## src/rtl/instr_fetch_queue.sv

```systemverilog
// Fetch-to-decode instruction queue: circular buffer of (pc, instr) pairs
// with MIPS field split, immediate extension and jump target of the head.
//
// Ports:
//   clk, reset_n            clock, async active-low reset
//   flush                   sync clear of all entries (push/pop ignored)
//   in_valid/in_ready       fetch push handshake, in_instr/in_pc payload
//   out_valid/out_ready     decode pop handshake
//   ext_op                  imm32 mode: 00 zero, 01 sign, 10 lui, 11 zero
//   out_instr/out_pc        head entry (zero when empty)
//   op..addr26              head instruction fields (zero when empty)
//   imm32, jtarget          extended immediate, jump target of head
//   count                   current occupancy
module instr_fetch_queue #(
  parameter int DEPTH = 4,
  parameter int PC_W  = 32,
  parameter int CNT_W = $clog2(DEPTH) + 1
) (
  input  logic             clk,
  input  logic             reset_n,
  input  logic             flush,
  input  logic             in_valid,
  output logic             in_ready,
  input  logic [31:0]      in_instr,
  input  logic [PC_W-1:0]  in_pc,
  output logic             out_valid,
  input  logic             out_ready,
  input  logic [1:0]       ext_op,
  output logic [31:0]      out_instr,
  output logic [PC_W-1:0]  out_pc,
  output logic [5:0]       op,
  output logic [4:0]       rs,
  output logic [4:0]       rt,
  output logic [4:0]       rd,
  output logic [4:0]       shamt,
  output logic [5:0]       funct,
  output logic [15:0]      imm16,
  output logic [25:0]      addr26,
  output logic [31:0]      imm32,
  output logic [PC_W-1:0]  jtarget,
  output logic [CNT_W-1:0] count
);

  localparam int AW = $clog2(DEPTH);

  localparam logic [CNT_W-1:0] FULL =
    CNT_W'(DEPTH);

  // Bits of pc+4 kept in a jump target.
  localparam logic [PC_W-1:0] HI_MASK =
    ~PC_W'(28'hFFF_FFFF);

  typedef struct packed {
    logic [31:0]     instr;
    logic [PC_W-1:0] pc;
  } entry_t;

  entry_t           r_mem [DEPTH];
  logic [AW-1:0]    r_rd_ptr;
  logic [AW-1:0]    r_wr_ptr;
  logic [CNT_W-1:0] r_count;

  logic             w_push;
  logic             w_pop;
  logic             w_valid;
  entry_t           w_head;
  logic [PC_W-1:0]  w_pc4;
  logic [CNT_W-1:0] w_count_nx;

  assign in_ready  = (r_count != FULL);
  assign w_valid   = (r_count != '0);
  assign out_valid = w_valid;
  assign count     = r_count;

  assign w_push = in_valid & in_ready & ~flush;
  assign w_pop  = w_valid & out_ready & ~flush;

  always_comb begin
    w_count_nx = r_count;
    unique case ({w_push, w_pop})
      2'b10:   w_count_nx = r_count + 1'b1;
      2'b01:   w_count_nx = r_count - 1'b1;
      default: w_count_nx = r_count;
    endcase
  end

  always_ff @(posedge clk or negedge reset_n) begin
    if (!reset_n) begin
      r_rd_ptr <= '0;
      r_wr_ptr <= '0;
      r_count  <= '0;
    end else if (flush) begin
      r_rd_ptr <= '0;
      r_wr_ptr <= '0;
      r_count  <= '0;
    end else begin
      if (w_push) r_wr_ptr <= r_wr_ptr + 1'b1;
      if (w_pop)  r_rd_ptr <= r_rd_ptr + 1'b1;
      r_count <= w_count_nx;
    end
  end

  // Storage carries no reset; stale slots are never visible.
  always_ff @(posedge clk) begin
    if (w_push) begin
      r_mem[r_wr_ptr].instr <= in_instr;
      r_mem[r_wr_ptr].pc    <= in_pc;
    end
  end

  // Empty queue presents an all-zero NOP bubble.
  assign w_head = w_valid ? r_mem[r_rd_ptr] : '0;

  assign out_instr = w_head.instr;
  assign out_pc    = w_head.pc;
  assign op        = w_head.instr[31:26];
  assign rs        = w_head.instr[25:21];
  assign rt        = w_head.instr[20:16];
  assign rd        = w_head.instr[15:11];
  assign shamt     = w_head.instr[10:6];
  assign funct     = w_head.instr[5:0];
  assign imm16     = w_head.instr[15:0];
  assign addr26    = w_head.instr[25:0];

  always_comb begin
    imm32 = {16'b0, imm16};
    unique case (ext_op)
      2'b01:   imm32 = {{16{imm16[15]}}, imm16};
      2'b10:   imm32 = {imm16, 16'b0};
      default: imm32 = {16'b0, imm16};
    endcase
  end

  // Carry out of pc+4 falls off the PC_W-bit sum.
  assign w_pc4   = out_pc + PC_W'(4);
  assign jtarget = (w_pc4 & HI_MASK)
                 | PC_W'({addr26, 2'b00});

endmodule
```

## config.mk

```make
export PLATFORM = sky130hd
export DESIGN_NAME = instr_fetch_queue
export DESIGN_NICKNAME = d
export VERILOG_FILES = /design/src/rtl/instr_fetch_queue.sv
export SDC_FILE = /design/constraint.sdc
export NUM_CORES = 1
export LEC_CHECK = 0
export CELL_PAD_IN_SITES_DETAIL_PLACEMENT = 0
export CELL_PAD_IN_SITES_GLOBAL_PLACEMENT = 2
export CORE_UTILIZATION = 26
export CTS_CLUSTER_SIZE = 24
export DETAILED_ROUTE_END_ITERATION = 7
export PLACE_DENSITY_LB_ADDON = 0.1
export SLEW_MARGIN = 10
export SYNTH_ARGS = -nofsm -noshare
export SYNTH_HDL_FRONTEND = slang
export SYNTH_SLANG_ARGS = --single-unit
```

## constraint.sdc

```tcl
create_clock -name clk -period 4.3 [get_ports clk]
set_input_delay 0.645 -clock clk [delete_from_list [all_inputs] [get_ports clk]]
set_output_delay 0.645 -clock clk [all_outputs]
set_load 0.02 [all_outputs]
```

==> run_results.csv, run 1 <==
group,metric,value,unit
final_layout,multi_input_area,0.00270,sq mm
final_layout,final_layout_size_suffix_gt1_share,14.2,%
placed_design,place_ws,542,ps
run,cap_violations,0,
sta,period_minus_slack,4030,ps
final_layout,diodes,0,
final_layout,finalNonFillerCells,1456,
placed_design,gp_congestion,0.687,
route,drt_iter0_markers,257,
final_layout,nets,927,
die,dieArea,0.0452,sq mm
global_route,first_global_vias,6691,
yosys,avgSynthCellArea,17.4,sq um
yosys,yosysSeqAreaShare,68.1,%
clock_tree,hold_buffers,0,
route,via_per_inst,4.26,
global_route,grt_usage,12.4,%
clock_tree,cts.sinks,263,
clock_tree,cts_tree,"yes",
yosys,synth_area,0.0115,sq mm
critical_path,critPathBufInv,2,
route,met2RoutedLength,14600,um
final_layout,most-common-layout-cells,"clkdlybuf4s50_1 (275), edfxtp_1 (256), and2_1 (57)",
clock_tree,clkTransAtPathRegs,60,ps
route,detail-route-antenna-nets,0,
die,row_count,76,
final_layout,register_area,0.00787,sq mm
route,wl_per_cell,19.4,um
route,route.detailed.drc,0,
power_and_ir_drop,p_leak,4.85,nW
critical_path,path_delay_family,"simple AND/OR/NAND/NOR gates",
placed_design,dp.cells,1402,
yosys,ys_seq_elements,263,
final_layout,synthToLayoutAreaGrowth,31.9,%
sta,rsz0062_at_grt,"no",
global_route,grt_first_pass_wirelength,41700,um
yosys,syn_inst,662,
yosys,synth_edf_count,256,
die,die_w,213,um
route,vias,6201,
route,top_layer_used,"met4",
yosys,synth_cell_types,43,
sta,fmax,248,MHz
critical_path,end_kind,"output port",
sta,finalHoldViolCount,0,
global_route,grt_max_degree,40,
clock_tree,clk_latency,530,ps
hold_path,hp-class,"in -> async",
sta,slew_headroom,31.3,%
route,dr.pass1.iters,4,
critical_path,critPathMaxFanout,39,
critical_path,cp_cell_sequence,"or3_2, buf_8, nand2_1, or4_4, nor4_2, xor2_1, clkdlybuf4s50_1",
clock_tree,root_buffer,"clkbuf_16",
power_and_ir_drop,powerDensity,743,mW/mm^2
yosys,ys.flop_type,"edfxtp_1",
global_route,antenna_found_initial,2,
sta,maxSlewViolCount,0,
critical_path,slowest_stage,"clkdlybuf4s50_1",
yosys,ys_warn_count,0,
yosys,synth-async-reset-ratio,2.66,%
sta,worst_clock_skew,14.4,ps
sta,setup_viol,0,
sta,finalCritPeriodShare,93.7,%
critical_path,slowest_delay,620,ps
die,top_level_ports,278,
placed_design,numPortBuffers,275,
power_and_ir_drop,vdd_drop_max,0.318,mV
clock_tree,cts_max_path_buffers,3,
die,die_y,213,um
placed_design,hpwl,18400,um
route,met3_length,1440,um
route,wl_met1,11900,um
critical_path,path_class,"reg -> out",
die,initial_core_util,26.5,%
route,routed_wl,28300,um
sta,worstMarginPinSlew,1030,ps
outcome,status,"completed",
final_layout,final_common_cell,"clkdlybuf4s50_1",
clock_tree,ctsHtreeMaxLevel,1,
critical_path,startpoint_type,"flop",
sta,fin_ws,273,ps
sta,fin_setup_tns,0,ps
global_route,grt-ovfl-total,0,
critical_path,cp.arrival,3380,ps
final_layout,fillers,4178,
critical_path,worstPathRequired,3650,ps
clock_tree,cts_buffers,29,
die,core,0.0435,sq mm
-- state kept, by name, indices dropped and copies added, names as in the netlist --
signal / flops
r_rd_ptr: 2
r_mem: 256
r_wr_ptr: 2
count: 3
-- logic make-up (layout without fill, tap and decap cells) --
family	Yosys count	count (layout)	synth area share, %
flops	263	263	68.1
simple gates	148	148	7.32
buf+inv	142	350	8.61
mux	67	67	13.1
compound gates	25	25	1.29
xor+xnor	9	9	0.683
fa+ha+maj	7	7	0.824
other cells	1	2	0.0325
-- per-stage QoR --
step / utilization, % / hold slack [ps] / power, W / instance area (sq um)
final: 35.0 / 411 / 0.0113 / 15200
after global routing: 35.0 / 401 / 0.0119 / 15200
after CTS: 35.0 / 383 / 0.0115 / 15200
after detailed placement: 32.8 / 567 / 0.00901 / 14200
after global placement: 32.8 / 553 / 0.00902 / 14200
after floorplan: - / 349 / 0.00698 / 11500
-- per-layer routing --
layer | track usage [%] | vias to the layer above
li1 | - | 2786
met5 | 0 | -
met1 | 15.1 | 3168
met3 | 1.99 | 28
met4 | 2.70 | 0
met2 | 22.9 | 219
-- where the power goes --
part / switching, W / internal [W] / leakage (nW) / total (W)
Clock: 0.000933 / 0.00151 / 0.462 / 0.00244
Sequential: 0.000123 / 0.00300 / 2.41 / 0.00312
Combinational: 0.00304 / 0.00270 / 1.98 / 0.00573
-- area by class of cell --
| class | count | area share, % |
|---|---|---|
| Clock buffer | 40 | 5.17 |
| Clock inverter | 13 | 1.04 |
| Inverter | 9 | 0.222 |
| Multi-Input combinational cell | 258 | 17.7 |
| Sequential cell | 263 | 51.7 |
| Tap cell | 585 | 4.81 |
| Timing Repair Buffer | 288 | 19.3 |
-- cell usage after synthesis (7+ instances only) --
library cell | n | area [sq um]
edfxtp_1 | 256 | 7690
buf_4 | 105 | 788
and2_1 | 61 | 382
mux4_2 | 54 | 1220
nand2_1 | 34 | 128
a21oi_1 | 17 | 85.1
nor2b_1 | 15 | 93.8
clkbuf_1 | 11 | 41.3
mux4_1 | 10 | 263
nor2_1 | 10 | 37.5
buf_2 | 9 | 45.0
inv_1 | 9 | 33.8
dfrtp_1 | 7 | 175
nand3_1 | 7 | 35.0
-- final timing paths --
| path | cells past startpoint | slack [ps] | start | endpoint |
|---|---|---|---|---|
| min in group clk | 2 | 580 | r_wr_ptr[1] | r_wr_ptr[1] |
| worst min register to register | 2 | 580 | r_wr_ptr[1] | r_wr_ptr[1] |
| worst min-delay path | 1 | 410 | reset_n | r_rd_ptr[1] |
| max in group asynchronous | 1 | 3560 | reset_n | r_rd_ptr[0] |
| worst max register to register | 5 | 2000 | count[2] | r_mem[2][25] |
| worst max-delay path | 7 | 270 | count[0] | jtarget[31] |
-- what timing repair did --
action | in CTS | in global routing
setup buffers | 1 | 0
resized for setup | 1 | 3
setup endpoints to repair | 2 | 2
Power figures use the tool's default switching activity.
==> run 2: changes to the inputs <==
--- a/config.mk
+++ b/config.mk
@@ -7,7 +7,7 @@
 export LEC_CHECK = 0
 export CELL_PAD_IN_SITES_DETAIL_PLACEMENT = 0
 export CELL_PAD_IN_SITES_GLOBAL_PLACEMENT = 2
-export CORE_UTILIZATION = 26
+export CORE_UTILIZATION = 35
 export CTS_CLUSTER_SIZE = 24
 export DETAILED_ROUTE_END_ITERATION = 7
 export PLACE_DENSITY_LB_ADDON = 0.1
==> constraint.sdc (replaced) <==
create_clock -name clk -period 4.3 [get_ports clk]
set_input_delay 0.86 -clock clk [delete_from_list [all_inputs] [get_ports clk]]
set_output_delay 0.86 -clock clk [all_outputs]
set_load 0.02 [all_outputs]
==> run 2 against run 1 <==
Cell area fell by 1.0%. Wire length fell by 9.5%. Utilization rose by 11 points. Global-route usage rose by 2.8 points. Critical path depth fell by 1. Sequential power barely moved. Clock-buffer cell count fell by 9. First-iteration DRC count rose by 43%. Worst setup slack got worse by 29 ps. Die area fell by 25%. Sequential cell count did not move. Largest power group unchanged.
==> run_results.csv, run 2 (synthesized netlist as in run 1, its figures left out) <==
group,metric,value,unit
run,cap_violations,0,
final_layout,synthToLayoutAreaGrowth,30.5,%
power_and_ir_drop,vdd_drop_max,0.365,mV
sta,rsz0062_at_grt,"no",
final_layout,most-common-layout-cells,"clkdlybuf4s50_1 (271), edfxtp_1 (256), and2_1 (57)",
critical_path,worstSetupStartpoint,"r_rd_ptr[0]",
final_layout,largest_reg_flops,256,
clock_tree,ctsHtreeMaxLevel,1,
die,dieArea,0.0337,sq mm
sta,worstMarginPinSlew,996,ps
clock_tree,cts_buffers,28,
global_route,grt_usage,15.2,%
critical_path,critPathMaxFanout,34,
final_layout,final_common_cell,"clkdlybuf4s50_1",
clock_tree,clkTransAtPathRegs,60,ps
final_layout,final_layout_size_suffix_gt1_share,14.6,%
power_and_ir_drop,p_leak,4.92,nW
clock_tree,cts_max_path_buffers,3,
final_layout,largest-register,"r_mem",
sta,period_minus_slack,4060,ps
placed_design,hpwl,16700,um
die,die_w,184,um
critical_path,path_class,"reg -> out",
power_and_ir_drop,powerDensity,739,mW/mm^2
placed_design,dpl_cell_area,0.0141,sq mm
final_layout,diodes,0,
die,initial_core_util,35.6,%
clock_tree,clk_latency,540,ps
critical_path,worstPathRequired,3440,ps
placed_design,numPortBuffers,275,
global_route,antenna_found_initial,0,
sta,worst_clock_skew,8.11,ps
route,dr.pass1.iters,4,
final_layout,nets,931,
die,core,0.0325,sq mm
sta,fmax,247,MHz
global_route,grt_max_degree,41,
sta,finalHoldViolCount,0,
placed_design,gp_congestion,0.687,
critical_path,startpoint_type,"flop",
outcome,status,"completed",
route,routed_wl,25600,um
critical_path,reg2reg_from,"count[0]",
global_route,grt-ovfl-total,0,
sta,fin_setup_tns,0,ps
clock_tree,cts.sinks,263,
route,via_per_inst,4.71,
clock_tree,root_buffer,"clkbuf_16",
clock_tree,cts_tree,"yes",
critical_path,end_kind,"output port",
route,detail-route-antenna-nets,0,
route,route.detailed.drc,0,
hold_path,hp-class,"reg -> reg",
hold_path,hold_path_startpoint,"r_wr_ptr[1]",
route,vias,6182,
critical_path,cp.arrival,3200,ps
sta,maxSlewViolCount,0,
sta,setup_viol,0,
critical_path,ff2ff_setup_slack,1970,ps
sta,slew_headroom,33.3,%
route,wl_per_cell,19.5,um
sta,finalCritPeriodShare,94.3,%
global_route,first_global_vias,6486,
final_layout,final_area,0.0151,sq mm
die,top_level_ports,278,
die,die_y,184,um
die,row_count,66,
global_route,grt_first_pass_wirelength,38700,um
route,drt_iter0_markers,367,
run 2: final timing paths:
kind / endpoint / depth (start not counted)
max: imm32[10] / 6
min: r_wr_ptr[1] / 2
max reg2reg: r_mem[2][41] / 5
min reg2reg: r_wr_ptr[1] / 2
max in group asynchronous: r_rd_ptr[0] / 1
min in group asynchronous: count[2] / 1
run 2: area by class of cell:
class,instances,area (sq um)
Sequential cell,263,7870
Tap cell,442,553
Clock buffer,31,712
Timing Repair Buffer,293,3020
Inverter,9,33.8
Fill cell,2812,17400
Clock inverter,17,164
Multi-Input combinational cell,258,2710
run 2: critical path, stage by stage (launching register included):
cell and delay (ps):
dfrtp_4 610, buf_12 150, buf_12 260, mux4_2 560, and2_1 290, nor2b_1 180, clkdlybuf4s50_1 580
run 2: report_power, final:
part	switching, W	leakage (nW)	internal, W
registers	0.000101	2.41	0.00300
logic	0.00300	2.08	0.00274
clock network	0.000926	0.428	0.00136
total	0.00403	4.92	0.00710
run 2: per-stage QoR:
| stage | util, % | power, W | instances | hold WS, ps | setup slack [ps] |
|---|---|---|---|---|---|
| 2_1_floorplan | - | 0.00698 | 663 | 543 | 1030 |
| 3_3_place_gp | 43.4 | 0.00889 | 1259 | 550 | 327 |
| 3_5_place_dp | 43.4 | 0.00890 | 1259 | 575 | 233 |
| 4_1_cts | 46.4 | 0.0113 | 1313 | 583 | 1.60 |
| 5_1_grt | 46.4 | 0.0117 | 1313 | 606 | 60.9 |
| 6_report | 46.4 | 0.0111 | 1313 | 584 | 244 |
run 2: what timing repair did:
action | 4_1_cts | 5_1_grt
hold buffers | 0 | 0
setup endpoints to repair | 19 | 8
gates resized for setup | 3 | 4
gates cloned | 0 | 0
buffers inserted | 6 | 0
pin swaps | 1 | 0
run 2: layer usage:
layer / up-vias / global-route usage [%] / share of wire (%)
li1: 2790 / - / -
met1: 3161 / 19.0 / 42
met2: 201 / 27.3 / 51
met3: 30 / 2.52 / 5.3
met4: 0 / 3.67 / 1.6
met5: - / 0 / 0
==> run 3: changes to the inputs <==
--- a/config.mk
+++ b/config.mk
@@ -8,8 +8,10 @@
 export CELL_PAD_IN_SITES_DETAIL_PLACEMENT = 0
 export CELL_PAD_IN_SITES_GLOBAL_PLACEMENT = 2
 export CORE_UTILIZATION = 35
+export CTS_CLUSTER_DIAMETER = 80
 export CTS_CLUSTER_SIZE = 24
 export DETAILED_ROUTE_END_ITERATION = 7
+export MAX_ROUTING_LAYER = met4
 export PLACE_DENSITY_LB_ADDON = 0.1
 export SLEW_MARGIN = 10
 export SYNTH_ARGS = -nofsm -noshare
==> run 3 against run 2 <==
Critical path depth increased by 1. Non-clock buffer count increased by 2. Cell count decreased by 1.9%. Cell area decreased by 2.8%. Via count decreased by 1.6%. Fmax decreased by 2.1%. Clock skew increased by 5.7 ps. Sequential power about the same. Sequential cell count unchanged. Critical path type unchanged. Largest cell class unchanged. Largest power group unchanged.
==> run_results.csv, run 3 (synthesized netlist as in run 1, its figures left out) <==
group,metric,value,unit
die,initial_core_util,35.6,%
placed_design,numPortBuffers,275,
final_layout,final_common_cell,"clkdlybuf4s50_1",
placed_design,gp_congestion,0.694,
clock_tree,hold_buffers,0,
critical_path,end_kind,"output port",
final_layout,fin_util,45.1,%
global_route,use_met3,2.42,%
route,drt_iter0_markers,351,
placed_design,place_ws,233,ps
global_route,grtUsageMet1,18.6,%
route,route.detailed.drc,0,
global_route,first_global_vias,6328,
critical_path,cp.arrival,3280,ps
critical_path,path_delay_family,"buffers and inverters",
sta,worst_clock_skew,13.8,ps
sta,fin_setup_tns,0,ps
clock_tree,cts.sinks,263,
clock_tree,clkTransAtPathRegs,90,ps
die,top_level_ports,278,
clock_tree,cts_tree,"yes",
sta,period_minus_slack,4140,ps
final_layout,final_layout_size_suffix_gt1_share,13.5,%
clock_tree,root_buffer,"clkbuf_16",
final_layout,synthToLayoutAreaGrowth,26.8,%
final_layout,most-common-layout-cells,"clkdlybuf4s50_1 (272), edfxtp_1 (256), and2_1 (57)",
final_layout,largest_reg_flops,256,
final_layout,nets,920,
final_layout,largest-register,"r_mem",
power_and_ir_drop,vdd_drop_max,0.338,mV
die,die_w,184,um
critical_path,slowest_delay,620,ps
route,via_per_inst,4.72,
die,core,0.0325,sq mm
sta,finalCritPeriodShare,96.3,%
sta,maxSlewViolCount,0,
sta,fin_ws,157,ps
sta,fmax,241,MHz
final_layout,diodes,0,
global_route,antenna_found_initial,0,
route,detail-route-antenna-nets,0,
power_and_ir_drop,powerDensity,706,mW/mm^2
route,wl_per_cell,19.6,um
sta,finalHoldViolCount,0,
sta,rsz0062_at_grt,"no",
clock_tree,cts_buffers,15,
sta,worstMarginPinSlew,998,ps
critical_path,critPathMaxFanout,13,
route,dr.pass1.iters,4,
sta,setup_viol,0,
outcome,status,"completed",
run,cap_violations,0,
hold_path,hp-class,"reg -> reg",
global_route,grt-ovfl-total,0,
route,vias,6081,
global_route,grt_first_pass_wirelength,38100,um
critical_path,path_class,"reg -> out",
global_route,grt_usage,15.4,%
power_and_ir_drop,p_leak,4.70,nW
final_layout,fillers,2840,
global_route,busiest_layer,"met2",
die,row_count,66,
critical_path,critPathBufInv,2,
placed_design,hpwl,16700,um
critical_path,startpoint_type,"flop",
clock_tree,ctsHtreeMaxLevel,1,
critical_path,worstPathRequired,3440,ps
critical_path,slowest_stage,"clkdlybuf4s50_1",
die,die_y,184,um
sta,slew_headroom,33.2,%
clock_tree,cts_max_path_buffers,3,
route,routed_wl,25300,um
clock_tree,clk_latency,480,ps
die,dieArea,0.0337,sq mm
global_route,grt_use_met2,27.3,%
global_route,grt_max_degree,41,
critical_path,cp_cell_sequence,"buf_4, mux4_1, nand4_1, or2_4, nor4_4, xor2_1, clkdlybuf4s50_1",
-- run 3: cell count changes in the layout (fill, tap and decap cells not counted), sizes merged --
cell and change:
buf +2, bufinv -2, clkbuf -16, clkinv -9
dlymetal6s2s -1, clkdlybuf4s50 +1
-- run 3: where the power goes --
group	internal, W	switching (W)
clock network	0.000703	0.000776
logic	0.00276	0.00300
registers	0.00300	0.0000992
total	0.00645	0.00387
-- run 3: worst register-to-register path: cells and delay by family, from the launching register on --
family	cells	cell delay, ps
buf+inv	1	350
flops	1	480
simple gates	4	1180
-- run 3: final cells by class --
cell class,instances,area (sq um),area share [%]
clock buffers,15,375,2.57
clock inverters,6,62.6,0.428
inverters,9,33.8,0.231
multi-input cells,258,2710,18.5
flip-flops and latches,263,7870,53.8
well taps,442,553,3.78
repair buffers,295,3030,20.7
-- run 3: repair_timing --
item                       CTS  global route
pin swaps                    0             1
setup endpoints to repair   19            18
gates resized for setup      3             2
setup buffers                3             5
-- run 3: path summary, 6_finish.rpt --
| check | to | startpoint | slack (ps) | cells past startpoint |
|---|---|---|---|---|
| worst max register to register | r_mem[2][34] | count[0] | 1960 | 5 |
| worst min register to register | r_wr_ptr[1] | r_wr_ptr[1] | 590 | 2 |
| max in group asynchronous | r_rd_ptr[1] | reset_n | 3380 | 1 |
| worst max-delay path | jtarget[31] | r_rd_ptr[0] | 160 | 7 |
| min in group asynchronous | count[1] | reset_n | 640 | 1 |
| worst min-delay path | r_wr_ptr[1] | r_wr_ptr[1] | 590 | 2 |
-- run 3: stage by stage --
stage,hold WS (ps),cell area (sq um),instances,power [W]
6_report,591,14600,1288,0.0103
5_1_grt,628,14600,1288,0.0108
4_1_cts,587,14600,1283,0.0104
3_5_place_dp,575,14100,1259,0.00890
3_3_place_gp,550,14100,1259,0.00889
2_1_floorplan,543,11500,663,0.00698
-- run 3: layer usage --
| metal | routed length [um] | share of wire (%) |
|---|---|---|
| met1 | 10600 | 42 |
| met2 | 13100 | 52 |
| met3 | 1140 | 4.5 |
| met4 | 386 | 1.5 |
| met5 | 0 | 0 |
